`src/rtl/mantissa_multiplier_seq.sv`:
```
// Iterative shift-and-add mantissa multiplier: one conditional add per clock, full product
// plus normalized mantissa and exponent-increment flag. Define MANT_ROUND_EN for round-to-nearest-even.
module mantissa_multiplier_seq #(
   parameter int BIT_WIDTH = 24
) (
   input  logic                     clk,
   input  logic                     rst,
   input  logic                     in_valid,
   output logic                     in_ready,
   input  logic [BIT_WIDTH-1:0]     in0,
   input  logic [BIT_WIDTH-1:0]     in1,
   output logic                     out_valid,
   input  logic                     out_ready,
   output logic [2*BIT_WIDTH-1:0]   product,
   output logic [BIT_WIDTH-1:0]     mant_out,
   output logic                     exp_inc,
   output logic [1:0]               dbg_state
);
   localparam int W  = BIT_WIDTH;
   localparam int PW = 2 * BIT_WIDTH;
   localparam int CW = $clog2(BIT_WIDTH + 1);

   localparam logic [1:0] S_IDLE = 2'd0;
   localparam logic [1:0] S_RUN  = 2'd1;
   localparam logic [1:0] S_DONE = 2'd2;

   // Handshakes: a transfer happens on a rising edge where valid and ready are both high;
   // in_ready is high only in IDLE, out_valid only in DONE, and results hold until taken.
   logic [1:0]    state_q,   state_d;
   logic [CW-1:0] cnt_q,     cnt_d;
   logic [PW-1:0] acc_q,     acc_d;
   logic [PW-1:0] mcand_q,   mcand_d;
   logic [W-1:0]  mplier_q,  mplier_d;
   logic [PW-1:0] product_q, product_d;
   logic [W-1:0]  mant_q,    mant_d;
   logic          exp_inc_q, exp_inc_d;

   logic          norm;
   logic [W-1:0]  mant_trunc;
   logic [W-1:0]  mant_fin;
   logic          round_carry;
`ifdef MANT_ROUND_EN
   logic          guard;
   logic          sticky;
   logic          round_up;
`endif

   always_comb begin
      norm       = acc_q[PW-1];
      mant_trunc = norm ? acc_q[PW-1:W] : acc_q[PW-2:W-1];
`ifdef MANT_ROUND_EN
      guard       = norm ? acc_q[W-1] : acc_q[W-2];
      sticky      = norm ? (|acc_q[W-2:0]) : (|acc_q[W-3:0]);
      round_up    = guard & (sticky | mant_trunc[0]);
      round_carry = round_up & (&mant_trunc);
      // An all-ones mantissa rounding up wraps to 1.000 and bumps the exponent.
      if (round_carry) begin
         mant_fin = {1'b1, {(W-1){1'b0}}};
      end else begin
         mant_fin = mant_trunc + {{(W-1){1'b0}}, round_up};
      end
`else
      round_carry = 1'b0;
      mant_fin    = mant_trunc;
`endif
   end

   always_comb begin
      state_d   = state_q;
      cnt_d     = cnt_q;
      acc_d     = acc_q;
      mcand_d   = mcand_q;
      mplier_d  = mplier_q;
      product_d = product_q;
      mant_d    = mant_q;
      exp_inc_d = exp_inc_q;
      case (state_q)
         S_IDLE: begin
            if (in_valid) begin
               mcand_d  = {{W{1'b0}}, in0};
               mplier_d = in1;
               acc_d    = '0;
               cnt_d    = CW'(BIT_WIDTH);
               state_d  = S_RUN;
            end
         end
         S_RUN: begin
            if (cnt_q != '0) begin
               if (mplier_q[0]) begin
                  acc_d = acc_q + mcand_q;
               end
               mcand_d  = mcand_q << 1;
               mplier_d = mplier_q >> 1;
               cnt_d    = cnt_q - 1'b1;
            end else begin
               // Final RUN cycle registers the product and its normalized form.
               product_d = acc_q;
               mant_d    = mant_fin;
               exp_inc_d = norm | round_carry;
               state_d   = S_DONE;
            end
         end
         S_DONE: begin
            if (out_ready) begin
               state_d = S_IDLE;
            end
         end
         default: state_d = S_IDLE;
      endcase
   end

   always_ff @(posedge clk or posedge rst) begin
      if (rst) begin
         state_q   <= S_IDLE;
         cnt_q     <= '0;
         acc_q     <= '0;
         mcand_q   <= '0;
         mplier_q  <= '0;
         product_q <= '0;
         mant_q    <= '0;
         exp_inc_q <= 1'b0;
      end else begin
         state_q   <= state_d;
         cnt_q     <= cnt_d;
         acc_q     <= acc_d;
         mcand_q   <= mcand_d;
         mplier_q  <= mplier_d;
         product_q <= product_d;
         mant_q    <= mant_d;
         exp_inc_q <= exp_inc_d;
      end
   end

   assign in_ready  = (state_q == S_IDLE);
   assign out_valid = (state_q == S_DONE);
   assign product   = product_q;
   assign mant_out  = mant_q;
   assign exp_inc   = exp_inc_q;
   assign dbg_state = state_q;
endmodule

```
`config.mk`:
```
export PLATFORM = sky130hd
export DESIGN_NAME = mantissa_multiplier_seq
export DESIGN_NICKNAME = d
export VERILOG_FILES = /design/src/rtl/mantissa_multiplier_seq.sv
export SDC_FILE = /design/constraint.sdc
export NUM_CORES = 1
export LEC_CHECK = 0
export ABC_AREA = 1
export BUFFER_PORTS_ARGS = -buffer_cell sky130_fd_sc_hd__buf_2
export CAP_MARGIN = 15
export CORE_ASPECT_RATIO = 1.5
export CORE_MARGIN = 2
export CORE_UTILIZATION = 50
export DETAILED_ROUTE_END_ITERATION = 16
export GPL_TIMING_DRIVEN = 0
export PLACE_DENSITY = 0.72
export SYNTH_ARGS = -nofsm -noshare
export SYNTH_HDL_FRONTEND = slang
export SYNTH_SLANG_ARGS = --single-unit
```
`constraint.sdc`:
```
create_clock -name clk -period 19 [get_ports clk]
set_clock_uncertainty 0.15 [all_clocks]
set_input_delay 3.8 -clock clk [delete_from_list [all_inputs] [get_ports clk]]
set_output_delay 3.8 -clock clk [all_outputs]
set_load 0.02 [all_outputs]
```
Word level (Yosys, flattened, before mapping)
Cells that the tools add are included.
- register bits after elaboration: 200
- latch bits: 0
- bits in writable memories: 0
- memory bits (read-only): 0
- bits of input ports: 52
- output and inout port bits: 77
- memories: 0
- add/sub/neg operators: 2
- multipliers: 0
- div/mod/pow operators: 0
- $lt $le $gt $ge: 0
- equal/unequal tests: 7
- shifts and indexed selects: 0
- muxes and demuxes: 18
- bitwise gates (word level): 1
- reductions and logical operators: 7
- operators with widths (cell ; number):
    $mux 48 ; 5
    $pmux 48 s2 ; 2
    $mux 24 ; 3
    $add 48x48->48 ; 1
    $pmux 24 s2 ; 1
    $mux 5 ; 2
    $pmux 5 s2 ; 1
    $ne 2x2->1 const B ; 4
    $mux 2 ; 3
    $pmux 2 s3 ; 1
    $reduce_and 3->1 ; 2
    $reduce_bool 5->1 ; 1
    $sub 5x1->5 const B ; 1
    $reduce_and 4->1 ; 1
    $eq 2x1->1 const B ; 1
    $eq 2x2->1 const B ; 1
    $logic_not 2->1 ; 1
    $ne 2x1->1 const B ; 1
    $reduce_and 2->1 ; 1
    $reduce_bool 2->1 ; 1
    $not 1->1 ; 1

Depth between registers and ports, before layout
Gate-level depths: netlist of the first run.
- depth in word-level cells: 4
- depth in mapped cells: 14

Worst setup path after synthesis of the first run
Ideal clock, no wire load.
- path type: input port to flip-flop
- from: in in_valid
- to: reg mplier_q[11]
- library setup time: 0.130 ns
- arrival time: 4.622 ns
- setup slack: 14.098 ns
- stages: 8
- buffers on the path: 2
- cells stage by stage: nand2_1 > inv_2 > nor2_4 > inv_4 > buf_6 > buf_6 > o211ai_1 > o21ai_1
- longest elaborated chain between the ends: 2
- RTL lines (what ; RTL line ; RTL):
    from (decl) ; 8 ; input logic in_valid,
    $ne 2x2->1 (no source line) ; n/a ;
    $reduce_and 3->1 (no source line) ; n/a ;
    to (signal assigned) ; 127 ; mplier_q <= mplier_d;
    to (decl) ; 33 ; logic [W-1:0] mplier_q, mplier_d;
Every way passes these cells.
A chain may end at the register's enable or synchronous reset.

Worst setup path in the final report of the first run
- from: reg state_q[1], in the netlist dbg_state[1]
- to: out out_valid
- longest elaborated chain between the ends: 1
- RTL lines (what ; RTL line ; RTL):
    from (decl) ; 29 ; logic [1:0] state_q, state_d;
    from (signal assigned) ; 123 ; state_q <= state_d;
    $eq 2x2->1 ; 135 ; assign out_valid = (state_q == S_DONE);
    to (decl) ; 12 ; output logic out_valid,
Every way passes these cells.

==> results of run 1 <==
[Yosys cell counts (5+ instances only)]
master / n / area [µm²]
nand2_1: 675 / 2530
inv_1: 303 / 1140
dfrtp_1: 199 / 4980
o21ai_0: 102 / 510
nor2_1: 101 / 379
a21oi_1: 63 / 315
nand3_1: 63 / 315
o21ai_1: 52 / 260
ha_1: 49 / 613
clkbuf_1: 28 / 105
o211ai_1: 27 / 203
o211ai_2: 18 / 225
buf_2: 17 / 85.1
a2bb2oi_1: 13 / 114
nand4_1: 10 / 62.6
o22ai_1: 9 / 56.3
inv_2: 8 / 30.0
xnor2_1: 6 / 52.6
buf_6: 5 / 56.3
[area by class of cell]
cell class              instances  share of cell area, %
clock inverters                12                   1.32
well taps                     324                   2.88
multi-input cells            1217                   42.0
flip-flops and latches        199                   35.4
inverters                     314                   8.45
clock buffers                  20                   3.25
repair buffers                129                   4.75
plain buffers                  54                   1.91
[path summary, 6_finish.rpt]
| kind | endpoint | slack, ps |
|---|---|---|
| min in group asynchronous | product[42] | 3240 |
| max | out_valid | 13780 |
| min reg2reg | cnt_q[3] | 330 |
| max in group asynchronous | product[15] | 14430 |
| max reg2reg | acc_q[47] | 16360 |
| min | cnt_q[3] | 330 |
[cell usage in the layout (no fill, tap or decap), types with 3 or more instances in the layout]
cell type / count
ha_1: 49
nand4_1: 10
o21ai_0: 102
nand3_1: 63
clkbuf_1: 29
dfrtp_1: 199
a21oi_1: 63
clkbuf_16: 17
xnor2_1: 6
nor2_1: 101
o22ai_1: 9
inv_1: 302
buf_2: 145
nor2_8: 3
o21ai_1: 52
o21bai_1: 3
o31ai_1: 4
inv_6: 5
buf_6: 5
inv_2: 8
nor3_1: 4
a2bb2oi_1: 13
nand2_1: 675
o211ai_2: 18
o211ai_1: 27
bufinv_16: 4
[metrics by stage]
stage / area (µm²) / utilization, % / hold WS, ps / setup WS [ps]
finish: 14100 / 57.8 / 329 / 13780
global route: 14100 / 57.8 / 354 / 13660
CTS: 14100 / 57.8 / 332 / 13770
detailed placement: 13400 / 55.1 / 315 / 13640
global placement: 13400 / 55.0 / 311 / 7280
floorplan: 12300 / - / 297 / 9620
[state kept, by name, indices dropped and copies added (netlist names)]
name       count
acc_q         48
cnt_q          5
dbg_state      2
mant_out      24
mcand_q       48
mplier_q      24
product       48
[power by group]
group,total (W),switching [W],internal (W)
clock,0.000409,0.000179,0.000231
sequential,0.000733,0.000136,0.000596
combinational,0.00133,0.000900,0.000433
total,0.00247,0.00121,0.00126
[worst max-delay path: cells and delay by family (launching register included)]
family	cells	cell delay [ps]
flops	1	480
simple gates	1	80
buf+inv	2	250
[per-layer routing]
metal	GRT usage (%)	part of all wire (%)
met5	0	0
met4	16.2	5.6
met3	3.09	3.1
met2	55.2	54
met1	31.9	38
[cell families (layout without fill, tap and decap cells)]
| group | after synthesis | after routing | synth area share [%] |
|---|---|---|---|
| simple gates | 864 | 864 | 27.8 |
| compound gates | 296 | 296 | 14.4 |
| xor+xnor | 7 | 7 | 0.497 |
| fa+ha+maj | 50 | 50 | 5.13 |
| flops | 199 | 199 | 40.4 |
| buf+inv | 368 | 529 | 11.8 |
==> summary by stage, run 1 <==
Yosys
The mapped cell area is 0.0123 mm². Counting flops with a built-in enable in the synthesized netlist gives 0. The most instantiated flip-flop cell in the synthesis netlist is dfrtp_1. The share of flip-flops with an asynchronous set or reset after synthesis is 100%. The number of synthesis warnings is 0. The number of nets in the synthesized netlist is 1886. The number of unique standard cell types used by synthesis is 39. The proportion of synthesized chip area in sequential cells is 40.4%. After technology mapping, the gate count stands at 1784.

The average footprint of a synthesized cell is 6.92 µm². The flip-flop and latch count after synthesis is 199.

Floorplan
The starting density of the core is 50.7%. The core area is 0.0243 mm². The die covers 0.0260 mm². In this run the vertical extent of the chip is 196 µm.

For this design the top-level I/O count stands at 129. The number of cell rows is 70. From left edge to right edge, the die measures 132 µm.

Clocking
In this run, post-CTS repair resized a total of 0 instances. TritonCTS built the clock tree. Clock latency on the worst-skew pair, taken at its later pin, is 460 ps. For this design, the sink count on the clock tree is 199. Clock-pin slew was measured on the worst setup and hold paths at 70 ps. The longest clock path from root to sink contains 2 buffers. TritonCTS created 17 clock buffers.

The number of hold buffers added after CTS is 0. Clock tree synthesis selected as its root buffer the cell clkbuf_16. The number of buffers inserted to repair setup after CTS is 0. CTS built an H-tree with a depth of 4.

Finish
Cells with a size suffix above 1 make up 11.3% of the layout. The repair_antennas step left the layout with diodes totalling 0. The register area is 0.00498 mm². Summing all multi-input logic gate instances after layout gives 0.00591 mm².

The area added between synthesis and finish is 14.0%. The final-layout fill cell count is 2493. The final-stage net count is 2034.

For this run, the number of standard cells in the final layout without fillers is 2269.

Detailed routing
The detail route stage leaves a number of antenna-violating nets equal to 0. The post-detailed-route DRC marker count is 0. Detailed routing inserted a total of 11.6k vias. The final layout contains routed wiring with a total length of 37.4 mm. The average wire length per cell after detail routing is 16.5 µm. The violation count after the first detailed-route iteration is 842.

The via-per-instance ratio is 5.11. The number of detailed-route iterations in the first pass is 6.

Place
After legalization and detailed placement, the total HPWL measured 30.1 mm. At the end of routability-driven placement, the weighted congestion stood at 0.972. The number of port buffers is 128. The number of placed instances with taps included is 2237.

Global route
The first global-routing pass estimated 58.5 mm of wire. The number of antenna violations at the first check in global routing was 0. The largest net degree at the start of global routing is 117. The overall fraction of global-route tracks in use is 29.3%.

The number of global-route vias before repair was 11.2k. After global routing the overflow that remains totals 0.

Worst setup path
The worst setup path is captured at a primary output. The data arrival time at the worst-slack endpoint is 1270 ps. The worst setup path is launched from a flop.

Data on the critical path is required at its endpoint by 15050 ps. The launching point of the worst reg2reg path is mcand_q[3]. The largest driver fanout on the critical path is 4. By startpoint and endpoint, the worst setup path is classified as flop to primary output. Measured in cells, the most critical reg-to-reg path has a length of 12. For this run, the slowest stage of the critical path takes 480 ps. The worst-path cell with the longest stage delay is dfrtp_1. The worst setup path startpoint is dbg_state[1]. Traced cell by cell, the critical path runs through inv_1 > nor2_1 > buf_2.

Power and ir drop
Summed over all cells, the static leakage comes to 7.89 nW. The areal power density over the cells is 176 mW/mm². IR analysis of the VDD net gives a maximum drop of 0.000110 V. The post-layout total power is 0.00247 W.

Timing
The shortest clock period the worst path allows after layout is 5220 ps. The count of endpoints failing setup in the final report is 0. The number of max-slew violations in the final report came to 0. The number of hold violations in the final report was 0. Dividing the final minimum period by the clock period gives 27.4%. The transition time at the pin with the least slew margin is 713 ps. For the final routed database, the setup TNS stands at 0 ps. The remaining max-slew budget at the tightest pin is 52.5%. Setup repair after global routing left no endpoint under its margin. The highest clock rate is 192 MHz.

Run
The number of maximum-capacitance constraint violations is 0.

Min path
In this run the most critical hold path is launched from cnt_q[3]. The number of cells on the worst hold path is 1. The worst hold path belongs to the class flop to flop.

Outcome
The flow ran to the end, and the final reports show no timing, DRC or antenna violations.
(Power assumes the default switching activity.)
==> run 2, diff against run 1 <==
--- a/config.mk
+++ b/config.mk
@@ -5,7 +5,7 @@
 export SDC_FILE = /design/constraint.sdc
 export NUM_CORES = 1
 export LEC_CHECK = 0
-export ABC_AREA = 1
+export ABC_AREA = 0
 export BUFFER_PORTS_ARGS = -buffer_cell sky130_fd_sc_hd__buf_2
 export CAP_MARGIN = 15
 export CORE_ASPECT_RATIO = 1.5
@@ -13,7 +13,7 @@
 export CORE_UTILIZATION = 50
 export DETAILED_ROUTE_END_ITERATION = 16
 export GPL_TIMING_DRIVEN = 0
-export PLACE_DENSITY = 0.72
+export PLACE_DENSITY = 0.73
 export SYNTH_ARGS = -nofsm -noshare
 export SYNTH_HDL_FRONTEND = slang
 export SYNTH_SLANG_ARGS = --single-unit
==> constraint.sdc (replaced) <==
create_clock -name clk -period 5.4 [get_ports clk]
set_clock_uncertainty 0.15 [all_clocks]
set_input_delay 1.08 -clock clk [delete_from_list [all_inputs] [get_ports clk]]
set_output_delay 1.08 -clock clk [all_outputs]
set_load 0.02 [all_outputs]
==> run 2 against run 1 <==
Utilization is 0.72 points higher. Clock-buffer cell count is 2 higher. Global-route usage is 3.1 points lower. Non-clock buffer count is 24 higher. Final cell count is 28% lower. Critical endpoint is now acc_q[46]. Largest power group unchanged.
==> summary by stage, run 2 <==
Outcome
Outcome: finished, final reports clean (unchanged).

Yosys
The flip-flop and latch count after synthesis is 199 (unchanged). The share of flip-flops with an asynchronous set or reset after synthesis is 100% (unchanged). The parity-gate share of the synthesized area counting xor and xnor cells is 2.89% (was 0.497%).

The average footprint of a synthesized cell is 9.15 µm² (was 6.92 µm²). The top-area cell type share of the netlist area was 45.6% (was 40.4%). The number of synthesis warnings is 0 (unchanged). The synthesized instance count is 1193 (was 1784). The most instantiated flip-flop cell in the synthesis netlist is dfrtp_1 (unchanged). The fraction of the mapped netlist area in compound gates was 17.6% (was 14.4%). The most common cell in the netlist is nand2_1 (unchanged). The proportion of synthesized chip area in sequential cells is 45.6% (was 40.4%). The number of synthesized flops with an enable pin is 0 (unchanged). The post-synthesis share of cell area spent on full adders, half adders and majority gates came to 5.80% (was 5.13%). The top cell type by total area after synthesis is dfrtp_1 (unchanged).

The mapped cell area was 0.0109 mm² (was 0.0123 mm²). The net count after synthesis is 1295 (was 1886). The area fraction in and, or, nand and nor cells after synthesis is 17.7% (was 27.8%). Most used standard cells in the synthesized netlist: nand2_1 (227), dfrtp_1 (199), o21ai_0 (82) (was nand2_1 (675), inv_1 (303), dfrtp_1 (199)). The dominant combinational cell family by area after synthesis is simple AND/OR/NAND/NOR gates (unchanged).

The post-synthesis mux area share is 7.15% (was 0%). Synth top area cells: dfrtp_1 (46%), nand2_1 (7.8%), ha_1 (5.6%), mux2_2 (5.0%), o21ai_0 (3.8%) (was dfrtp_1 (40%), nand2_1 (21%), inv_1 (9.2%), ha_1 (5.0%), o21ai_0 (4.1%)). The number of unique standard cell types used by synthesis is 63 (was 39).

Detailed routing
The total via count after detailed routing is 9447 (was 11.6k). The average wire length per cell after detail routing is 18.1 µm (was 16.5 µm). The post-detailed-route DRC marker count is 0 (unchanged).

The via-per-instance ratio came to 5.80 (was 5.11). The wire length on met1 is 11.8 mm (was 14.0 mm). The number of detailed-route iterations in the first pass is 6 (unchanged).

The highest metal layer with signal wires is met4 (unchanged). The antenna violation net count after detailed routing is 0 (unchanged). The met3 routed wirelength is 1.20 mm (was 1.16 mm).

The sum of routed wire length over all layers is 29.4 mm (was 37.4 mm). The total length of routed met2 wires is 15.2 mm (was 20.1 mm). The violation count after the first detailed-route iteration is 637 (was 842).

Min path
The number of cells on the worst hold path is 2 (was 1). The worst hold-check path type was flop to flop (unchanged).

Timing
The ratio of final minimum period to clock period is 70.6%. The worst-case setup margin in the final layout was 1590 ps (was 13780 ps). The number of hold violations in the final report came to 0 (unchanged). Based on the critical path, the design can be clocked at up to 262 MHz. The shortest clock period the worst path allows after layout is 3810 ps.

The setup TNS is 0 ps (unchanged). The remaining max-slew budget at the tightest pin is 44.7% (was 52.5%). The transition time at the pin with the least slew margin is 829 ps (was 713 ps). Setup repair after global routing missed its margin: no (unchanged). The number of max-slew violations in the final report came to 0 (unchanged). The count of endpoints failing setup in the final report is 0 (unchanged).

Floorplan
The die footprint came to 0.0231 mm² (was 0.0260 mm²). The I/O pin count is 129 (unchanged). The starting density of the core is 50.7% (about the same).

The core area came to 0.0216 mm² (was 0.0243 mm²). The height of the chip is 185 µm (was 196 µm). The horizontal die dimension was 125 µm (was 132 µm). The number of cell rows is 66 (was 70).

Power and ir drop
The proportion of power drawn by combinational gates came to 52.8% (was 53.9%). The sequential group share of total power is 31.1% (was 29.6%). The highest ir drop seen on vdd came to 0.000304 V (was 0.000110 V).

The clock share of power is 16.2% (was 16.5%). The areal power density over the cells was 653 mW/mm² (was 176 mW/mm²). The internal power component was 0.00445 W (was 0.00126 W).

The power dissipated by switching net loads is 0.00378 W (was 0.00121 W). The switching fraction of total power is 45.9% (was 49.1%). The standby leakage power is 6.26 nW (was 7.89 nW).

Finish
The final standard cell utilization of the core is 58.5% (was 57.8%). The area added between synthesis and finish was 15.4% (was 14.0%). The final-layout fill cell count was 1962 (was 2493).

The final-stage net count is 1447 (was 2034). The most frequent standard cell in the layout excluding fill and tap cells was nand2_1 (unchanged). The register area is 0.00498 mm² (unchanged). Most frequent cells in the layout: nand2_1 (227), dfrtp_1 (199), buf_2 (128) (was nand2_1 (675), inv_1 (302), dfrtp_1 (199)). The fraction of layout cells with a size suffix above 1 came to 16.5% (was 11.3%). The combined area of the multi-input logic cells is 0.00559 mm² (was 0.00591 mm²).

Global route
The number of global-route vias before repair is 9408 (was 11.2k). The number of antenna violations at the first check in global routing is 1 (was 0). The total congestion overflow after global routing is 0 (unchanged). The first-pass GRT wire length is 48.2 mm (was 58.5 mm). The overall fraction of global-route tracks in use came to 26.1% (was 29.3%). The largest net degree at the start of global routing came to 42 (was 117).

Clocking
The number of clock buffers inserted by TritonCTS is 17 (unchanged). The clock insertion delay at the later pin of the skew report is 450 ps (was 460 ps). The post-cts resize count is 0 (unchanged). The number of hold buffers added after CTS is 0 (unchanged). The number of sinks driven by the clock tree is 199 (unchanged). The clock tree from TritonCTS is yes (unchanged). The root buffer cell is clkbuf_16 (unchanged). The number of buffers inserted to repair setup after CTS is 0 (unchanged). The maximum buffer depth of the clock tree is 2 (unchanged).

The clock transition at the registers of the reported paths is 70 ps (about the same). The number of H-tree levels is 4 (unchanged).

Worst setup path
The data arrival time at the worst-slack endpoint was 4000 ps (was 1270 ps). The nature of the critical path endpoint was a flop (was primary output). The startpoint type of the worst setup path was a flop (unchanged).

The number of cells on the worst reg-to-reg path is 10 (was 12). The worst endpoint required time is 5590 ps (was 15050 ps). The largest driver fanout on the critical path is 4 (unchanged).

The kind of critical path is flop to flop (was flop to primary output).

Place
The setup slack at placement was 1700 ps (was 13640 ps). The number of port buffers is 128 (unchanged). The placer's final routability congestion estimate is 0.917 (was 0.972). The half-perimeter wire length of the detailed placement result came to 22.3 mm (was 30.1 mm).

Run
The number of maximum-capacitance constraint violations is 0 (unchanged).
-- run 2: changes by cell type after synthesis, sizes merged, moves of 29 or more --
| cell | change |
|---|---|
| a21o | +29 |
| a31oi | +52 |
| clkbuf | +32 |
| inv | -296 |
| mux2 | +48 |
| nand2 | -448 |
| o211ai | -35 |
| o21ai | -64 |
-- run 2: per-stage QoR --
| step | power, W | hold slack [ps] | area [µm²] | std cells |
|---|---|---|---|---|
| 6_report | 0.00823 | 326 | 12600 | 1629 |
| 2_1_floorplan | 0.00566 | 315 | 10900 | 1193 |
| 5_1_grt | 0.00889 | 352 | 12600 | 1628 |
| 3_5_place_dp | 0.00691 | 316 | 12000 | 1598 |
| 4_1_cts | 0.00826 | 331 | 12600 | 1627 |
| 3_3_place_gp | 0.00679 | 306 | 11900 | 1593 |
-- run 2: final timing paths --
check                                  from     endpoint  slack [ps]
worst max-delay path             mcand_q[0]    acc_q[46]        1590
worst min-delay path            mant_out[8]  mant_out[8]         330
worst max register to register   mcand_q[0]    acc_q[46]        1590
worst min register to register  mant_out[8]  mant_out[8]         330
max in group asynchronous               rst    acc_q[45]        3400
min in group asynchronous               rst  mcand_q[29]         590
-- run 2: cell families (layout without fill, tap and decap cells) --
| kind of cell | after synthesis | count (layout) |
|---|---|---|
| fa+ha+maj | 50 | 50 |
| simple gates | 442 | 442 |
| buf+inv | 90 | 252 |
| other cells | 0 | 2 |
| compound gates | 304 | 304 |
| xor+xnor | 36 | 36 |
| flops | 199 | 199 |
| mux | 72 | 72 |
-- run 2: layer usage --
layer,vias to the layer above,global-route usage [%]
met5,-,0
met1,4562,30.3
li1,4557,-
met3,74,4.42
met4,0,12.9
met2,254,46.8
-- run 2: power by group through the flow --
stage	combinational, W	sequential (W)	clock, W
floorplan	0.00301	0.00265	0
global placement	0.00423	0.00256	0
detailed placement	0.00433	0.00258	0
CTS	0.00435	0.00256	0.00135
global route	0.00485	0.00264	0.00140
finish	0.00434	0.00256	0.00133
-- run 2: area by class of cell --
cell class | count | area share [%]
Tap cell | 272 | 2.70
Inverter | 16 | 0.506
Multi-Input combinational cell | 904 | 44.4
Clock buffer | 22 | 3.76
Clock inverter | 7 | 0.953
Antenna cell | 2 | 0.0397
Buffer | 74 | 2.29
Sequential cell | 199 | 39.5
Timing Repair Buffer | 133 | 5.88
-- run 2: critical path, cell delays in order (launching register included) --
cell,delay [ps]
dfrtp_1,420
ha_1,250
fa_1,420
a21oi_1,360
o211ai_1,180
a22oi_1,300
a211oi_1,220
o31ai_2,460
o21ai_2,170
or4b_1,490
a32o_1,270
